### src/rtl/row_bank_arbiter.sv
// Two-requester round-robin arbiter in front of a ROWS x COLS register bank.
// Includes a sequential full-array clear that takes priority over all requests.
module row_bank_arbiter #(
  parameter int ROWS = 10,
  parameter int COLS = 20,
  localparam int RW = $clog2(ROWS)
) (
  input  logic                     i_clk,
  input  logic                     i_rst,
  input  logic [1:0]               i_req,
  input  logic [1:0]               i_we,
  input  logic [1:0][RW-1:0]       i_row,
  input  logic [1:0][COLS-1:0]     i_wdata,
  input  logic                     i_clr,
  output logic [1:0]               o_gnt,
  output logic [1:0]               o_rvalid,
  output logic [COLS-1:0]          o_rdata,
  output logic                     o_err,
  output logic                     o_busy,
  output logic [COLS-1:0]          o_top
);

  typedef enum logic {
    IDLE  = 1'b0,
    CLEAR = 1'b1
  } state_e;

  state_e                    state_q, state_d;
  logic [RW-1:0]             cnt_q, cnt_d;
  logic                      last_q, last_d;
  logic [ROWS-1:0][COLS-1:0] mem_q, mem_d;
  logic [1:0]                rvalid_q, rvalid_d;
  logic [COLS-1:0]           rdata_q, rdata_d;
  logic                      err_q, err_d;

  logic [1:0]                gnt_s;
  logic                      sel_s;
  logic [RW-1:0]             row_s;
  logic                      in_range_s;

  // Grant logic: clear requests and the clear sequence both suppress grants.
  always_comb begin
    gnt_s = 2'b00;
    if (state_q == IDLE && !i_clr) begin
      if (i_req == 2'b11) begin
        gnt_s = last_q ? 2'b01 : 2'b10;
      end else begin
        gnt_s = i_req;
      end
    end else begin
      gnt_s = 2'b00;
    end
  end

  assign sel_s      = gnt_s[1];
  assign row_s      = i_row[sel_s];
  assign in_range_s = ({1'b0, row_s} < (RW+1)'(ROWS));

  // Next-state for FSM, storage, pointer and registered read/error outputs.
  always_comb begin
    state_d  = state_q;
    cnt_d    = cnt_q;
    last_d   = last_q;
    mem_d    = mem_q;
    rdata_d  = rdata_q;
    rvalid_d = 2'b00;
    err_d    = 1'b0;
    case (state_q)
      IDLE: begin
        if (i_clr) begin
          state_d = CLEAR;
          cnt_d   = RW'(ROWS - 1);
        end else if (gnt_s != 2'b00) begin
          last_d = sel_s;
          err_d  = !in_range_s;
          if (i_we[sel_s]) begin
            if (in_range_s) begin
              mem_d[row_s] = i_wdata[sel_s];
            end else begin
              mem_d = mem_q;
            end
          end else begin
            rvalid_d = gnt_s;
            rdata_d  = in_range_s ? mem_q[row_s] : {COLS{1'b0}};
          end
        end else begin
          state_d = IDLE;
        end
      end
      CLEAR: begin
        // Clears from the top row down so o_top drops on the first cycle.
        mem_d[cnt_q] = {COLS{1'b0}};
        if (cnt_q == {RW{1'b0}}) begin
          state_d = IDLE;
        end else begin
          cnt_d = cnt_q - RW'(1);
        end
      end
      default: begin
        state_d = IDLE;
        cnt_d   = {RW{1'b0}};
      end
    endcase
  end

  // State and output registers.
  always_ff @(posedge i_clk or posedge i_rst) begin
    if (i_rst) begin
      state_q  <= IDLE;
      cnt_q    <= {RW{1'b0}};
      last_q   <= 1'b1;
      mem_q    <= '0;
      rvalid_q <= 2'b00;
      rdata_q  <= {COLS{1'b0}};
      err_q    <= 1'b0;
    end else begin
      state_q  <= state_d;
      cnt_q    <= cnt_d;
      last_q   <= last_d;
      mem_q    <= mem_d;
      rvalid_q <= rvalid_d;
      rdata_q  <= rdata_d;
      err_q    <= err_d;
    end
  end

  assign o_gnt    = gnt_s;
  assign o_rvalid = rvalid_q;
  assign o_rdata  = rdata_q;
  assign o_err    = err_q;
  assign o_busy   = (state_q == CLEAR);
  assign o_top    = mem_q[ROWS-1];

endmodule

### config.mk
export PLATFORM = sky130hd
export DESIGN_NAME = row_bank_arbiter
export DESIGN_NICKNAME = d
export VERILOG_FILES = /design/src/rtl/row_bank_arbiter.sv
export SDC_FILE = /design/constraint.sdc
export NUM_CORES = 1
export LEC_CHECK = 0
export ABC_AREA = 1
export ABC_CLOCK_PERIOD_IN_PS = 11100
export BUFFER_PORTS_ARGS = -buffer_cell sky130_fd_sc_hd__buf_2
export CORE_MARGIN = 5
export CORE_UTILIZATION = 40
export DETAILED_ROUTE_END_ITERATION = 12
export MAX_ROUTING_LAYER = met4
export SLEW_MARGIN = 20
export SYNTH_ARGS = -nofsm -noshare
export SYNTH_HDL_FRONTEND = slang
export SYNTH_SLANG_ARGS = --single-unit
### constraint.sdc
create_clock -name i_clk -period 11.1 [get_ports i_clk]
set_input_delay 1.11 -clock i_clk [delete_from_list [all_inputs] [get_ports i_clk]]
set_output_delay 1.11 -clock i_clk [all_outputs]
set_load 0.01 [all_outputs]
==> metrics.md, run 1 <==
| Metric | Value |
|---|---|
| Router iterations before antenna repair | 6 |
| Fraction of the mapped netlist area in simple logic gates | 41.5% |
| Synth Area in Adders | 0.421% |
| Pwr dens | 225 nW/um^2 |
| Post-synthesis async set-or-reset flop share | 100% |
| Tot Pwr | 3640 uW |
| Final min period | 5950 ps |
| Worst Path Required | 11580 ps |
| Die area | 41100 sq um |
| Fraction of synthesized area in multiplexers | 0% |
| Mapped Avg Cell Area | 6.34 sq um |
| Slew HR | 26.1% |
| Hold buffers post-CTS | 0 |
| Post-Synth XOR/XNOR Area | 0.118% |
| CP Launch Type | input pin |
| Sequential share of power | 34.4% |
| HP Class | register to register |
| Crit share post-route | 53.6% |
| Number of I/O pins | 101 |
| PostCTS Resize Cnt | 0 |
| Gr ovfl total | 0 |
| Die height | 203 um |
| Dominant cell type by area after synthesis | dfrtp_1 |
| Diodes inserted | 0 |
| Max_cap viols | 0 |
| Commonest non-fill, non-tap cell in the layout | nand2_1 |
| Via density | 5.60 |
| HPWL after detailed placement | 32700 um |
| Area grow syn2layout | 8.88% |
| CTS Buf Count | 28 |
| Worst Path Arrival | 6430 ps |
| Placer congestion estimate | 0.930 |
| Initial Util | 40.5% |
| Num rows | 70 |
| Reg area | 5740 sq um |
| Vias in the first global route | 14500 |
| CP Capture Type | register |
| Global-route wire length before repair | 84200 um |
| Clock skew | 13.7 ps |
| Sequential area share after synthesis | 38.6% |
| Internal | 1980 uW |
| Synth Instances | 2342 |
| Setup Total Neg Slack | 0 ps |
| Post-route ant nets | 0 |
| Synthesized flop and latch total | 229 |
| CP max FO | 56 |
| Final WL | 54000 um |
| Yosys Warn Count | 0 |
| Synth area leaders | dfrtp_1 (38%), nand2_1 (24%), nand3_1 (17%), o21ai_0 (5.3%), inv_1 (5.2%) |
| CTS tree | built |
| Largest net degree at the start of global routing | 102 |
| FILL cells | 3871 |
| Post CTS Setup Buffer Count | 0 |
| Top_reg_cell synth | dfrtp_1 |
| Clock Pin Slew Worst Setup and Hold Paths | 60 ps |
| WL per Instance | 19.4 um |
| Yosys cell types | 29 |
| Total GRT Usage | 26.1% |
| Endpoints failing hold | 0 |
| Fin. max-slew vios | 0 |
| Clock Latency Late Sink | 560 ps |
| Psw | 1660 uW |
| Initial DRC count | 1568 |
| Final Net Count | 2353 |
| Combinational Power Share | 40.3% |
| Share of post-route cells with drive strength above 1 | 7.66% |
| Multi-input logic area | 7460 sq um |
| Power share of the clock group | 25.3% |
| Largest family of logic cells by synthesized area | simple AND/OR/NAND/NOR gates |
| Port Buffers | 100 |
| Top-area cell type share of the netlist area | 38.4% |
| Max Freq | 168 MHz |
| CTS root buf | clkbuf_16 |
| Vias | 15600 |
| Complex-gate fraction of the synthesized area | 8.23% |
| Core Footprint | 36600 sq um |
| Post-synth EDFFs | 0 |
| Leak | 0.00852 uW |
| CP Class | input pin to register |
| Final setup vio count | 0 |
| Syn nets | 2402 |
| Die Wd | 203 um |
| Maximum vdd drop | 0.147 mV |
| RSZ-0062 raised after global routing | no |
| Status | finished clean |
| DRC viols | 0 |
| Clock sink count | 229 |
| Commonest non-fill, non-tap cells in the layout | nand2_1 (943), nand3_1 (498), dfrtp_1 (227), inv_1 (203), o21ai_0 (156) |
| Mapped cell area | 14800 sq um |
| Max Root-Sink Buffers | 3 |
| Antenna violations before repair | 0 |
| CTS H-tree lvls | 1 |
| Sw frac | 45.5% |
| Slew at the pin closest to its max-slew limit | 1110 ps |
==> cell usage after synthesis, types with 15 or more instances <==
cell type,count
buf_1,16
o21bai_1,20
o21ai_1,50
nand3_1,498
nand2_1,943
buf_2,27
nor2_1,15
inv_1,205
dfrtp_1,228
buf_4,21
clkbuf_1,133
o21ai_0,156
==> flip-flops by register name, indices dropped and copies added, names as in the netlist <==
signal / cells
last_q: 1
cnt_q: 4
o_rdata: 20
o_rvalid: 2
o_err: 1
mem_q: 180
o_top: 20
o_busy: 1
==> cell type report <==
| class | count | area share, % |
|---|---|---|
| clock buffers | 48 | 5.61 |
| clock inverters | 1 | 0.0310 |
| inverters | 211 | 4.99 |
| multi-input cells | 1704 | 46.2 |
| flip-flops and latches | 229 | 35.5 |
| well taps | 468 | 3.62 |
| repair buffers | 119 | 4.08 |
==> cell families (layout without fill, tap and decap cells) <==
logic type,count (synthesis),after routing
compound gates,232,232
xor+xnor,2,2
fa+ha+maj,5,5
simple gates,1465,1465
flops,229,229
buf+inv,409,379
==> critical path, cell delays in order <==
cell and delay, ps:
buf_2 90, nand2_1 90, nand3_2 490, nand2_2 690, nand2_2 730, buf_4 700
nand2_1 190, nor2_1 200, nand3_1 780, nand2_1 1070, nand2_1 130, nand2_1 90
==> routing by layer <==
| metal | routed length (um) | up-vias | global-route usage, % |
|---|---|---|---|
| li1 | - | 7307 | - |
| met1 | 23700 | 7423 | 37.1 |
| met2 | 24300 | 723 | 39.3 |
| met3 | 4360 | 106 | 3.03 |
| met4 | 1560 | 0 | 7.98 |
| met5 | 0 | - | - |
==> path summary, 6_finish.rpt <==
kind | endpoint | from | cells after the start | slack (ps)
min | last_q | last_q | 2 | 510
min reg2reg | last_q | last_q | 2 | 510
max in group asynchronous | mem_q[172] | i_rst | 3 | 8990
max reg2reg | mem_q[48] | last_q | 11 | 5270
min in group asynchronous | o_rdata[7] | i_rst | 2 | 670
max | mem_q[48] | i_req[0] | 12 | 5150
==> power groups by stage <==
stage	Sequential, uW	Clock [uW]	Combinational (uW)
6_report	1250	920	1470
5_1_grt	1280	964	1630
4_1_cts	1250	930	1450
3_5_place_dp	1260	0	1440
3_3_place_gp	1250	0	1420
2_1_floorplan	1220	0	1040
==> stage by stage <==
stage	setup slack [ps]	cell area [sq um]	cells	util [%]	hold slack, ps
detailed placement	4780	15200	2730	41.6	506
global route	4850	16200	2780	44.1	547
floorplan	3720	14800	2342	-	484
finish	5150	16200	2780	44.1	511
global placement	4930	15200	2730	41.6	501
CTS	5350	16100	2779	44.1	512
(Power assumes the default switching activity.)
==> inputs of run 2 (changes only) <==
ABC_AREA = 0   (was 1)
ABC_CLOCK_PERIOD_IN_PS = 5850   (was 11100)
clock period = 5.85 ns   (was 11.1 ns; I/O delays follow)
==> metrics.md, run 2 <==
| Metric | Value |
|---|---|
| Post-synth EDFFs | 0 |
| CTS H-tree lvls | 1 |
| Clock Pin Slew Worst Setup and Hold Paths | 70 ps |
| Endpoints failing hold | 0 |
| Placer congestion estimate | 0.885 |
| Fin. max-slew vios | 0 |
| Post-route ant nets | 0 |
| Crit share post-route | 61.1% |
| Mapped cell area | 12500 sq um |
| Share of post-route cells with drive strength above 1 | 17.9% |
| Final cell count without fillers | 1666 |
| CP Class | register to register |
| Die height | 187 um |
| HP Class | input pin to async pin |
| Synth cell count leaders | dfrtp_1 (228), o2bb2ai_1 (119), nand2_1 (100), mux2i_1 (86), a21oi_1 (84) |
| RSZ-0062 raised after global routing | no |
| Die Wd | 187 um |
| Antenna violations before repair | 1 |
| Maximum vdd drop | 0.235 mV |
| Critical Path Sink | mem_q[18] |
| Synth area leaders | dfrtp_1 (46%), o2bb2ai_1 (8.3%), mux2i_1 (6.9%), a22o_1 (4.4%), a211oi_1 (3.5%) |
| Initial DRC count | 1447 |
| Worst Path Arrival | 4040 ps |
| Max_cap viols | 0 |
| Syn nets | 1280 |
| Slowest cell on crit path | and2b_1 |
| Mapped Avg Cell Area | 10.3 sq um |
| Largest net degree at the start of global routing | 141 |
| Router iterations before antenna repair | 6 |
| Total GRT Usage | 26.5% |
| Area grow syn2layout | 12.9% |
| Reg-to-Reg End | mem_q[18] |
| PostCTS Resize Cnt | 0 |
| R2R setup slack | 2280 ps |
| Worst hold slack | 52.3 ps |
| CTS tree | built |
| CP max stage delay | 750 ps |
| Status | finished clean |
| Count leader, synth | dfrtp_1 |
| Initial Util | 40.7% |
| Die area | 34900 sq um |
| Num rows | 64 |
| Setup Total Neg Slack | 0 ps |
| Slew at the pin closest to its max-slew limit | 1140 ps |
| Gr ovfl total | 0 |
| Max Root-Sink Buffers | 3 |
| Vias in the first global route | 10900 |
| Clock skew | 17.0 ps |
| Final WL | 46000 um |
| Slew HR | 23.6% |
| Synthesized flop and latch total | 229 |
| Worst reg-to-reg path cell count | 8 |
| Final min period | 3570 ps |
| WL per Instance | 27.6 um |
| Yosys cell types | 54 |
| Sequential area share after synthesis | 45.8% |
| Global-route wire length before repair | 70500 um |
| Commonest non-fill, non-tap cell in the layout | dfrtp_1 |
| CP max FO | 21 |
| Dominant cell type by area after synthesis | dfrtp_1 |
| Post-synthesis async set-or-reset flop share | 100% |
| Vias | 11000 |
| Final setup vio count | 0 |
| HPWL after detailed placement | 29100 um |
| Top_reg_cell synth | dfrtp_1 |
| Hold buffers post-CTS | 0 |
| Max reg flops | 180 |
| Top-area cell type share of the netlist area | 45.6% |
| Leak | 0.00623 uW |
| Final Net Count | 1310 |
| Most used cell, CP | buf_4 |
| Critical Path, Cell by Cell | a211oi_4 -> buf_4 -> nand3_1 -> buf_4 -> and2_1 -> and2b_1 -> buf_4 -> mux2i_1 |
| Via density | 6.62 |
| CTS root buf | clkbuf_16 |
| CP Launch Type | register |
| Post CTS Setup Buffer Count | 0 |
| Number of I/O pins | 101 |
| FILL cells | 2949 |
| DRC viols | 0 |
| Critical R2R Launch | o_busy |
| Commonest non-fill, non-tap cells in the layout | dfrtp_1 (228), o2bb2ai_1 (119), buf_2 (100), nand2_1 (99), mux2i_1 (86) |
| CTS Buf Count | 26 |
| Placed Cells | 1615 |
| Clock sink count | 229 |
| Core Footprint | 30700 sq um |
| Port Buffers | 100 |
| Clock Latency Late Sink | 550 ps |
| Worst Path Required | 6320 ps |
| Max Freq | 280 MHz |
| Synth Instances | 1220 |
| Yosys Warn Count | 0 |
| Most flops, register | mem_q |
| CP Capture Type | register |
| Pwr dens | 356 nW/um^2 |
| Crit. Startpoint | o_busy |
## run 2: cell types whose count changed after synthesis, moves of 66 or more
| cell | before | now |
|---|---|---|
| a21oi_1 | 2 | 84 |
| clkbuf_1 | 133 | 67 |
| inv_1 | 205 | 6 |
| mux2i_1 | 0 | 86 |
| nand2_1 | 943 | 100 |
| nand3_1 | 498 | 31 |
| o21ai_0 | 156 | 31 |
| o2bb2ai_1 | 0 | 119 |
## run 2: layout make-up
type / count / area, sq um / share of cell area, %
tap: 396 / 495 / 3.51
multi-input combinational: 835 / 6080 / 43.0
sequential: 229 / 5730 / 40.6
timing repair buffer: 151 / 915 / 6.47
clock buffer: 38 / 766 / 5.42
antenna: 1 / 2.50 / 0.0177
inverter: 7 / 30.0 / 0.212
clock inverter: 9 / 109 / 0.770
## run 2: stage by stage
stage	utilization [%]	cell area (sq um)	setup slack (ps)	power (uW)
after floorplan	-	12500	2270	2860
after global placement	42.9	13200	2160	3320
after detailed placement	43.0	13200	2120	3340
after CTS	45.8	14100	2390	5020
after global routing	46.0	14100	2200	5250
final	46.0	14100	2280	5030
## run 2: worst max-delay path: cells and delay by family, from the launching register on
| family | cells | cell delay, ps |
|---|---|---|
| AO/OA/AOI/OAI | 1 | 700 |
| buffers and inverters | 3 | 1020 |
| flip-flops | 1 | 500 |
| multiplexers | 1 | 230 |
| AND/OR/NAND/NOR | 3 | 1050 |
## run 2: cells by family (layout without fill, tap and decap cells)
family / count (synthesis) / after routing / share of synthesized area [%]
multiplexers: 100 / 100 / 8.75
other: 0 / 1 / 0
AO/OA/AOI/OAI: 492 / 492 / 29.8
AND/OR/NAND/NOR: 238 / 238 / 9.09
adder cells (fa/ha/maj): 5 / 5 / 0.500
buffers and inverters: 156 / 205 / 6.08
flip-flops: 229 / 229 / 45.8
## run 2: how the worst min path moves through the flow
| stage | start | end | slack (ps) | depth (start not counted) |
|---|---|---|---|---|
| after global routing | i_rst | o_top[14] | 90 | 2 |
| after global placement | mem_q[64] | mem_q[64] | 470 | 1 |
| final | i_rst | o_top[14] | 50 | 2 |
| after CTS | i_rst | o_top[14] | 70 | 2 |
| after floorplan | mem_q[60] | mem_q[60] | 450 | 1 |
| after detailed placement | mem_q[71] | mem_q[71] | 470 | 1 |
## run 2: routing by layer
layer	track usage, %	up-vias	part of all wire [%]
li1	-	4741	-
met1	37.9	5461	44
met2	35.9	703	41
met3	8.14	117	12
met4	8.19	0	3.3
met5	-	-	0
## run 2: power breakdown
| part | switching [uW] | internal [uW] | leakage (uW) |
|---|---|---|---|
| registers | 214 | 1860 | 0.00315 |
| clock network | 687 | 994 | 0.000431 |
| logic | 813 | 465 | 0.00264 |
| total | 1710 | 3320 | 0.00623 |
==> inputs of run 3 (changes only) <==
ABC_CLOCK_PERIOD_IN_PS = 3150   (was 5850)
clock period = 3.15 ns   (was 5.85 ns; I/O delays follow)
==> metrics.md, run 3 (synthesis results as in run 2) <==
| Metric | Value |
|---|---|
| Status | finished clean |
| Final setup vio count | 0 |
| Port Buffers | 100 |
| DRC viols | 0 |
| Clock skew | 8.57 ps |
| Die area | 34900 sq um |
| Final Cell Area | 14300 sq um |
| Fin. max-slew vios | 0 |
| Max Freq | 341 MHz |
| Final Net Count | 1331 |
| CTS H-tree lvls | 1 |
| Worst Path Arrival | 3350 ps |
| Placed Cells | 1638 |
| Max reg flops | 180 |
| Antenna violations before repair | 0 |
| Die Wd | 187 um |
| Psw | 3190 uW |
| RSZ-0062 raised after global routing | no |
| Clock Pin Slew Worst Setup and Hold Paths | 60 ps |
| Util after Layout | 46.4% |
| Maximum vdd drop | 0.424 mV |
| Internal | 6220 uW |
| R2R setup slack | 220 ps |
| Initial DRC count | 1391 |
| Sequential share of power | 41.4% |
| CP Launch Type | register |
| Leak | 0.00631 uW |
| Global-route wire length before repair | 72700 um |
| Die height | 187 um |
| DP Area | 13400 sq um |
| Initial Util | 40.7% |
| Worst Path Required | 3570 ps |
| Via density | 6.63 |
| Share of post-route cells with drive strength above 1 | 18.6% |
| WL per Instance | 28.4 um |
| Post-route ant nets | 0 |
| CP max FO | 42 |
| Core Footprint | 30700 sq um |
| Total GRT Usage | 27.5% |
| Combinational Power Share | 25.7% |
| Final WL | 47900 um |
| CP Capture Type | register |
| Tot Pwr | 9410 uW |
| Area grow syn2layout | 14.1% |
| Final min period | 2930 ps |
| Final cell count without fillers | 1684 |
| Num rows | 64 |
| HP Class | input pin to register |
| Vias in the first global route | 10800 |
| Slew HR | 22.3% |
| Placer congestion estimate | 0.934 |
| Commonest non-fill, non-tap cell in the layout | dfrtp_1 |
| Gr ovfl total | 0 |
| Crit share post-route | 93.0% |
| Number of I/O pins | 101 |
| Power share of the clock group | 32.9% |
| Router iterations before antenna repair | 5 |
| Final worst slack | 221 ps |
| Max Root-Sink Buffers | 3 |
| Vias | 11200 |
| Clock Latency Late Sink | 540 ps |
| Diodes inserted | 0 |
| CTS tree | built |
| Largest net degree at the start of global routing | 78 |
| Slew at the pin closest to its max-slew limit | 1170 ps |
| Clock sink count | 229 |
| CP Class | register to register |
| Max_cap viols | 0 |
| HPWL after detailed placement | 31900 um |
| Pre-CTS WS | 120 ps |
| Endpoints failing hold | 0 |
| Sw frac | 33.9% |
| CTS Buf Count | 26 |
| CTS root buf | clkbuf_16 |
| Pwr dens | 659 nW/um^2 |
| Commonest non-fill, non-tap cells in the layout | dfrtp_1 (228), o2bb2ai_1 (119), buf_2 (100), nand2_1 (99), mux2i_1 (86) |
| Most flops, register | mem_q |
[run 3: cell types whose count changed in the layout (fill, tap and decap cells not counted), moves of 2 or more]
cell | previous run | this run
buf_12 | 1 | 5
nor3_2 | 0 | 2
clkbuf_1 | 5 | 8
buf_8 | 2 | 0
nor3_4 | 2 | 0
clkinv_2 | 5 | 1
buf_4 | 47 | 66
[run 3: metal layers]
metal / GRT usage (%) / share of wire [%] / up-vias
met5: - / 0 / -
met4: 5.06 / 1.8 / 0
met3: 7.58 / 12 / 75
met2: 37.6 / 41 / 732
met1: 41.1 / 45 / 5593
li1: - / - / 4761
[run 3: critical path, cell delays in order, from the launching register on]
cell      delay (ps)
dfrtp_1          550
a211oi_4          90
buf_12           200
nand2_4          260
inv_2            210
o21ai_2          890
a311oi_1         280
a32o_1           300
[run 3: timing repair]
item,in CTS,in global routing
endpoints found under the hold margin,20,0
hold buffers,1,0
setup endpoints to repair,0,3
gates resized for setup,0,1
buffers inserted,0,0
[run 3: final cells by class]
| type | instances | area, sq um |
|---|---|---|
| clock buffer | 41 | 788 |
| clock inverter | 4 | 72.6 |
| fill | 2908 | 16500 |
| inverter | 7 | 30.0 |
| multi-input combinational | 835 | 6060 |
| sequential | 229 | 5730 |
| tap | 396 | 495 |
| timing repair buffer | 172 | 1110 |
[run 3: worst paths after layout]
path | start | to | depth (start not counted)
worst max register to register | o_busy | o_rdata[1] | 7
worst max-delay path | o_busy | o_rdata[1] | 7
min in group asynchronous | i_rst | mem_q[16] | 3
worst min-delay path | i_clr | cnt_q[3] | 3
worst min register to register | mem_q[67] | mem_q[67] | 1
max in group asynchronous | i_rst | mem_q[25] | 4
[run 3: power by group through the flow]
| stage | Clock [uW] | Sequential (uW) | Combinational [uW] |
|---|---|---|---|
| finish | 3100 | 3900 | 2410 |
| global route | 3250 | 3950 | 2590 |
| CTS | 3130 | 3880 | 2380 |
| detailed placement | 0 | 3920 | 2370 |
| global placement | 0 | 3930 | 2320 |
| floorplan | 0 | 3810 | 1510 |
[run 3: through the flow]
| stage | TNS (ps) | hold WS (ps) |
|---|---|---|
| 6_report | 0 | 119 |
| 3_5_place_dp | 0 | 431 |
| 4_1_cts | 0 | 107 |
| 5_1_grt | 0 | 131 |
| 3_3_place_gp | 0 | 425 |
| 2_1_floorplan | -36060 | 450 |
